**config.mk**
```make
export PLATFORM = sky130hd
export DESIGN_NAME = mux8way_rr_collector
export DESIGN_NICKNAME = d
export VERILOG_FILES = /design/src/rtl/mux8way_rr_collector.sv
export SDC_FILE = /design/constraint.sdc
export NUM_CORES = 1
export LEC_CHECK = 0
export ABC_CLOCK_PERIOD_IN_PS = 12300
export CAP_MARGIN = 20
export CORE_MARGIN = 3
export CORE_UTILIZATION = 42
export CTS_CLUSTER_DIAMETER = 60
export DETAILED_ROUTE_END_ITERATION = 6
export PLACE_DENSITY = 0.84
export SETUP_SLACK_MARGIN = 0.5
export SLEW_MARGIN = 20
export SYNTH_ARGS = -nofsm -noshare
export SYNTH_HDL_FRONTEND = slang
export SYNTH_SLANG_ARGS = --single-unit
```
**constraint.sdc**
```tcl
create_clock -name clk -period 12.3 [get_ports clk]
set_clock_uncertainty 0.2 [all_clocks]
set_input_delay 1.23 -clock clk [delete_from_list [all_inputs] [get_ports clk]]
set_output_delay 1.23 -clock clk [all_outputs]
set_load 0.05 [all_outputs]
```
**src/rtl/mux8way_rr_collector.sv**
```systemverilog
// mux8way_rr_collector
// Merges eight valid/ready source channels onto one registered output
// stream. A round-robin arbiter picks one requesting channel per cycle.
// Each output beat carries its 3-bit source index so a downstream
// distributor can route it back.
//
// Build option:
//   FIXED_PRIORITY_EN - when defined, the search always starts at channel 0
//                       and the lowest index wins. No rotating pointer is
//                       kept. When undefined (the default), round-robin is used.
//
// Ports:
//   clk        rising-edge clock
//   rst_n      asynchronous active-low reset
//   in_valid   per-channel valid, bit i = channel i
//   in_data    packed channel data, channel i = in_data[i*WIDTH +: WIDTH]
//   in_ready   per-channel ready, at most one bit high
//   out_valid  output beat present
//   out_data   data of the held beat
//   out_sel    source channel of the held beat
//   out_ready  consumer accepts the held beat when high
module mux8way_rr_collector #(
  parameter int unsigned WIDTH = 16
) (
  input  logic               clk,
  input  logic               rst_n,
  input  logic [7:0]         in_valid,
  input  logic [8*WIDTH-1:0] in_data,
  output logic [7:0]         in_ready,
  output logic               out_valid,
  output logic [WIDTH-1:0]   out_data,
  output logic [2:0]         out_sel,
  input  logic               out_ready
);

  logic             r_out_valid;
  logic [WIDTH-1:0] r_out_data;
  logic [2:0]       r_out_sel;

  logic [WIDTH-1:0] w_chan [8];
  logic [2:0]       w_start;
  logic             w_can_load;
  logic             w_found;
  logic [2:0]       w_gnt_idx;
  logic             w_grant;

  for (genvar gi = 0; gi < 8; gi++) begin : g_chan
    assign w_chan[gi] = in_data[gi*WIDTH +: WIDTH];
  end

`ifdef FIXED_PRIORITY_EN
  assign w_start = 3'd0;
`else
  logic [2:0] r_ptr;

  // The pointer only advances past a granted channel. A dropped request leaves it alone.
  always_ff @(posedge clk or negedge rst_n) begin
    if (!rst_n) begin
      r_ptr <= 3'd0;
    end else if (w_grant) begin
      r_ptr <= w_gnt_idx + 3'd1;
    end
  end

  assign w_start = r_ptr;
`endif

  // The output register refills on the same edge it drains.
  assign w_can_load = !r_out_valid || out_ready;

  // Search upward from w_start. The 3-bit add wraps 7 -> 0.
  always_comb begin
    w_found   = 1'b0;
    w_gnt_idx = 3'd0;
    for (int k = 0; k < 8; k++) begin
      logic [2:0] idx;
      idx = w_start + 3'(k);
      if (!w_found && in_valid[idx]) begin
        w_found   = 1'b1;
        w_gnt_idx = idx;
      end
    end
  end

  // Gate with rst_n so no channel sees ready while the block is held in reset.
  assign w_grant  = rst_n && w_can_load && w_found;
  assign in_ready = w_grant ? (8'b0000_0001 << w_gnt_idx) : 8'h00;

  always_ff @(posedge clk or negedge rst_n) begin
    if (!rst_n) begin
      r_out_valid <= 1'b0;
      r_out_data  <= '0;
      r_out_sel   <= 3'd0;
    end else if (w_grant) begin
      r_out_valid <= 1'b1;
      r_out_data  <= w_chan[w_gnt_idx];
      r_out_sel   <= w_gnt_idx;
    end else if (out_ready) begin
      r_out_valid <= 1'b0;
    end
  end

  assign out_valid = r_out_valid;
  assign out_data  = r_out_data;
  assign out_sel   = r_out_sel;

endmodule

```
; ---- Yosys cells after proc, flatten, opt, wreduce, memory -nomap -nowiden
; Index checks and enable logic that the tools add are counted.
[word_totals]
regBits = 23
in_bits = 139
out_inout_bits = 28
[op_classes]
muxes = 38
shifts = 1
order_cmp = 9
addsub = 8
n_reduce_logical = 19
bitwise_logic = 1
[op_table]
columns = cell, n
row1 = binary-select mux 16 bit (select 3 bit), 1
row2 = < comparator 3 x 4 -> 1 bit (second input constant), 8
row3 = 2-to-1 mux 16 bit, 2
row4 = binary-select mux 1 bit (select 3 bit), 8
row5 = 2-to-1 mux 3 bit, 8
row6 = 2-to-1 mux 1 bit, 18
row7 = adder 3 bit (second input constant), 4
row8 = logical AND 1 bit, 9
row9 = zero test 1 bit, 8
row10 = 2-to-1 mux 8 bit, 1
row11 = << shifter 1 x 3 -> 8 bit (first input constant), 1
row12 = adder 3 x 1 -> 3 bit (second input constant), 2
row13 = adder 3 x 2 -> 3 bit (second input constant), 2
row14 = >= comparator 4 bit (second input constant), 1
row15 = NOT 3 -> 4 bit, 1
row16 = nonzero test 2 bit, 1
row17 = logical OR 1 bit, 1

; ---- Depth between registers and ports, before layout
[logic_depth]
depth_word = 28
ltp_mapped = 18
ltp_nobuf = 12

; ---- Worst setup path before layout
; OpenSTA, ideal clock, no wires.
[synth_timing]
path_kind = register -> output
from = reg r_ptr[1]
to = out in_ready[1]
slack_ps = 6463
arrival_time_ps = 4407
path_stages_with_launch = 14
n_path_buf = 3
cell_sequence = dfrtp_1 > buf_2 > buf_4 > inv_1 > ha_1 > mux4_2 > or3_1 > a21oi_2 > o21bai_2 > a211o_1 > a211oi_4 > buf_2 > inv_1 > nor3_1
[synth_via]
elab_chain_len = 26
word_cells_on_any_way = 56
[synth_lines]
columns = element, line_no
row1 = "start, declared", 54  ; logic [2:0] r_ptr;
row2 = "start signal, assigned", 61  ; r_ptr <= w_gnt_idx + 3'd1;
row3 = "parallel branches: the longest is 25 deep, another holds adder 3 x 1 -> 3 bit", n/a
row4 = 2-to-1 mux 8 bit *, 87  ; assign in_ready = w_grant ? (8'b0000_0001 << w_gnt_idx) : 8'h00;
row5 = "end, declared", 29  ; output logic [7:0] in_ready,
; Every way passes the cells marked *. The select of a mux whose other input is x is not followed.

; ---- Worst setup path in the final report
[layout_timing]
from = reg r_ptr[1]
to = out in_ready[5]
; The elaborated chain is that of the path after synthesis.

==> metrics.md <==
| Metric | Value |
|---|---|
| Total power divided by cell area | ~360 nW/um^2 |
| Final worst path period share | 60.12% |
| Number of flops mapped to enable cells by yosys | 0 |
| Shortest period the worst path allows | between 7 and 8 ns |
| Via/cell ratio | 5.833 |
| Post-Place Worst Slack | 5.156 ns |
| Setup slack after layout | 4.906 ns |
| Fin nets | 620 |
| Most common cell in the synthesized netlist | sky130_fd_sc_hd__mux2i_1 |
| CP cell instances | inv_1 -> ha_1 -> mux2_2 -> nor3_1 -> o31a_1 -> o21bai_2 -> o41ai_1 -> a21oi_4 -> nand2_1 -> nor3_1 -> clkdlybuf4s50_1 |
| GR Layer Usage met2 | 44.09% |
| WP data arrival | 5.96 ns |
| Via count | 3360 |
| Synth-to-layout area growth | 50.82% |
| Core region area | 7447 sq um |
| H-tree depth | 1 |
| Highest attainable clock frequency | 135.2 MHz |
| Worst path most repeated cell | sky130_fd_sc_hd__nor3_1 |
| Critical path launch point type | register |
| Worst-case headroom to the max-slew limit | a little over a third |
| Clock-pin transition on the worst setup and hold timing paths | about 0.09 ns |
| Routed length per placed instance | around 20 um |
| Slowest-stage cell, CP | sky130_fd_sc_hd__dfrtp_1 |
| Ys async rst share | 100.0% |
| Clock root buffer master | sky130_fd_sc_hd__clkbuf_8 |
| 1st-iter DRT viols | 250 |
| Origin of the critical flop-to-flop path | r_ptr[1] |
| Average instance area after synthesis | 9.893 sq um |
| Count of boundary I/O pins | 167 |
| Commonest cells post-synth | 57 x sky130_fd_sc_hd__mux2i_1, 26 x sky130_fd_sc_hd__mux2_2, 24 x sky130_fd_sc_hd__inv_1 |
| Final estimated routing congestion in global placement | approximately 0.88 |
| Cell accounting for the most synthesized area | sky130_fd_sc_hd__dfrtp_1 |
| Worst Setup EP | in_ready[5] |
| Post-CTS Setup Bufs | 0 |
| Kind of critical path | register to output port |
| Die Height | between 90 and 100 um |
| Grt met1 use | 31.45% |
| Result of the run | complete, no violations |
| Antenna violations before repair | 0 |
| Resize count post-CTS | 0 |
| Horizontal die dimension | 94.57 um |
| Maximum resistive drop on vdd | 0.5351 mV |
| Number of cell rows | 31 |
| Vias in the first global route | 3285 |
| Most utilized layer in the global route result | met2 |
| Congestion Overflow GR | 0 |
| Setup total negative slack | 0 ns |
| Maximum number of pins on one net before global-route repair | between 40 and 50 |
| Layout cells sized above 1 | 15.09% |
| IO buf count | 166 |
| Critical Path RT | 10.87 ns |
| Post-synth net total | 475 |
| Area share of the largest cell type after synthesis | between 10% and 20% |
| Sinks on the clock net | 23 |
| Global-route wire length before repair | 17570 um |
| Slack of the worst reg-to-reg path | 6.56 ns |
| Later-pin clock latency in the skew report | ~0.27 ns |
| Final-layout fill cell count | 584 |
| Slew Limit Fails | 0 |
| Final Setup Violations | 0 |
| GRT met3 Usage | just over 4% |
| Antenna violation net count after detailed routing | 0 |
| Number of buffers created by CTS | 3 |
| RSZ-0062 raised after global routing | no |
| Final antenna diode count | 0 |
| Min-delay worst type | register to register |
| Final hold violation count | 0 |
| Post-cts hold buffer count | 0 |
| Length of the first detailed-routing pass in iterations | 4 |
| Synth Instances | 333 |
| Syn Std Cell Area | 3294 sq um |
| Reg-to-Reg End | out_data[2] |
| Share of the yosys chip area belonging to registers | between 15 and 20% |
| Commonest register cell after synthesis | sky130_fd_sc_hd__dfrtp_1 |
| Critical path fanouts, max | 29 |
| Leakage power | 1.923 nW |
| TritonCTS clock tree | yes |
| Distinct cell type count after synthesis | 50 |
| Stage delay of the slowest cell on the critical path | approximately 0.93 ns |
| Critical path startpoint | r_ptr[1] |
| Placed wire-length estimate after detailed placement | 9085 um |
| Type of element capturing the critical path | output port |
| Global routing usage summed across all routing layers | 25.18% |
| DRC violation count after routing | 0 |
| FF+latch count, synth | 23 |
| Max Buffers Root-to-Sink | 2 |
| Die Area | 8943 sq um |
| Number of max-cap violations | 0 |
| Sum of routed wire length over all layers | 11480 um |
| Warnings from Yosys | 0 |
| Transition time at the pin with the least slew margin | 0.9713 ns |
| Number of cells traversed by the worst register-to-register path | 12 |
| Starting utilization of the core area | 44.24% |
| Largest cells by area after synthesis | sky130_fd_sc_hd__dfrtp_1 17%, sky130_fd_sc_hd__mux2i_1 17%, sky130_fd_sc_hd__mux4_2 10% |
## power breakdown
group          total [mW]  internal, mW  leakage (nW)  switching (mW)
logic                1.56         0.672          1.62           0.892
clock network      0.0471        0.0226        0.0255          0.0245
registers           0.169         0.116         0.276          0.0530
## routing by layer
layer  wire length (um)  vias to the layer above  part of all wire (%)
met5                  0                        -                     0
met4                302                        0                   2.6
met3                852                       18                   7.4
met2               5752                      153                    50
met1               4576                     1592                    40
li1                   -                     1597                     -
## state kept, by name, summed over array words and instances, names as in the netlist
signal     count
out_sel        3
out_data      16
out_valid      1
r_ptr          3
## stage by stage
step	instances	util, %	area [sq um]	hold WS [ns]	power [mW]
3_3_place_gp	572	66.10	4922	0.2930	1.696
3_5_place_dp	572	66.10	4922	0.2957	1.730
5_1_grt	576	66.72	4969	0.3415	1.894
6_report	576	66.72	4969	0.3134	1.780
2_1_floorplan	333	-	3294	0.5691	1.426
4_1_cts	576	66.72	4969	0.3186	1.781
## layout make-up
cell class / count / area [sq um] / area share [%]
flip-flops and latches: 23 / 575.6 / 11.58
well taps: 99 / 123.9 / 2.493
repair buffers: 170 / 1692 / 34.05
multi-input cells: 254 / 2434 / 48.98
clock inverters: 1 / 5.005 / 0.1007
clock buffers: 3 / 41.29 / 0.8310
inverters: 26 / 97.59 / 1.964
## logic make-up after synthesis
logic type,Yosys count,share of synthesized area [%]
compound gates,104,28.29
xor+xnor,4,1.064
fa+ha+maj,3,1.140
buf+inv,56,9.001
flops,23,17.47
mux,98,36.46
simple gates,45,6.571
## worst max-delay path, delay by kind of cell, from the launching register on
kind,cells,cell delay (ns)
fa+ha+maj,1,0.69
mux,1,0.29
compound gates,4,1.53
flops,1,0.93
simple gates,3,1.14
buf+inv,2,1.09
## cell usage in the layout, fill, tap and decap left out, types with 10 or more instances in the layout
cell type and count:
sky130_fd_sc_hd__o221ai_2 13, sky130_fd_sc_hd__mux2_2 26, sky130_fd_sc_hd__a211oi_1 17, sky130_fd_sc_hd__dfrtp_1 23
sky130_fd_sc_hd__nor2_1 14, sky130_fd_sc_hd__clkdlybuf4s50_1 166, sky130_fd_sc_hd__mux4_2 15, sky130_fd_sc_hd__nor3_1 10
sky130_fd_sc_hd__a211o_1 17, sky130_fd_sc_hd__inv_1 24, sky130_fd_sc_hd__o21a_1 17, sky130_fd_sc_hd__mux2i_1 57
## how the worst min path moves through the flow
| stage | startpoint | to | cells after the start |
|---|---|---|---|
| after floorplan | out_valid | out_valid | 2 |
| after global routing | out_sel[2] | out_sel[2] | 1 |
| after global placement | out_sel[2] | out_sel[2] | 1 |
| final | out_sel[2] | out_sel[2] | 1 |
| after detailed placement | out_sel[2] | out_sel[2] | 1 |
| after CTS | out_sel[2] | out_sel[2] | 1 |
Power figures use the tool's default switching activity.
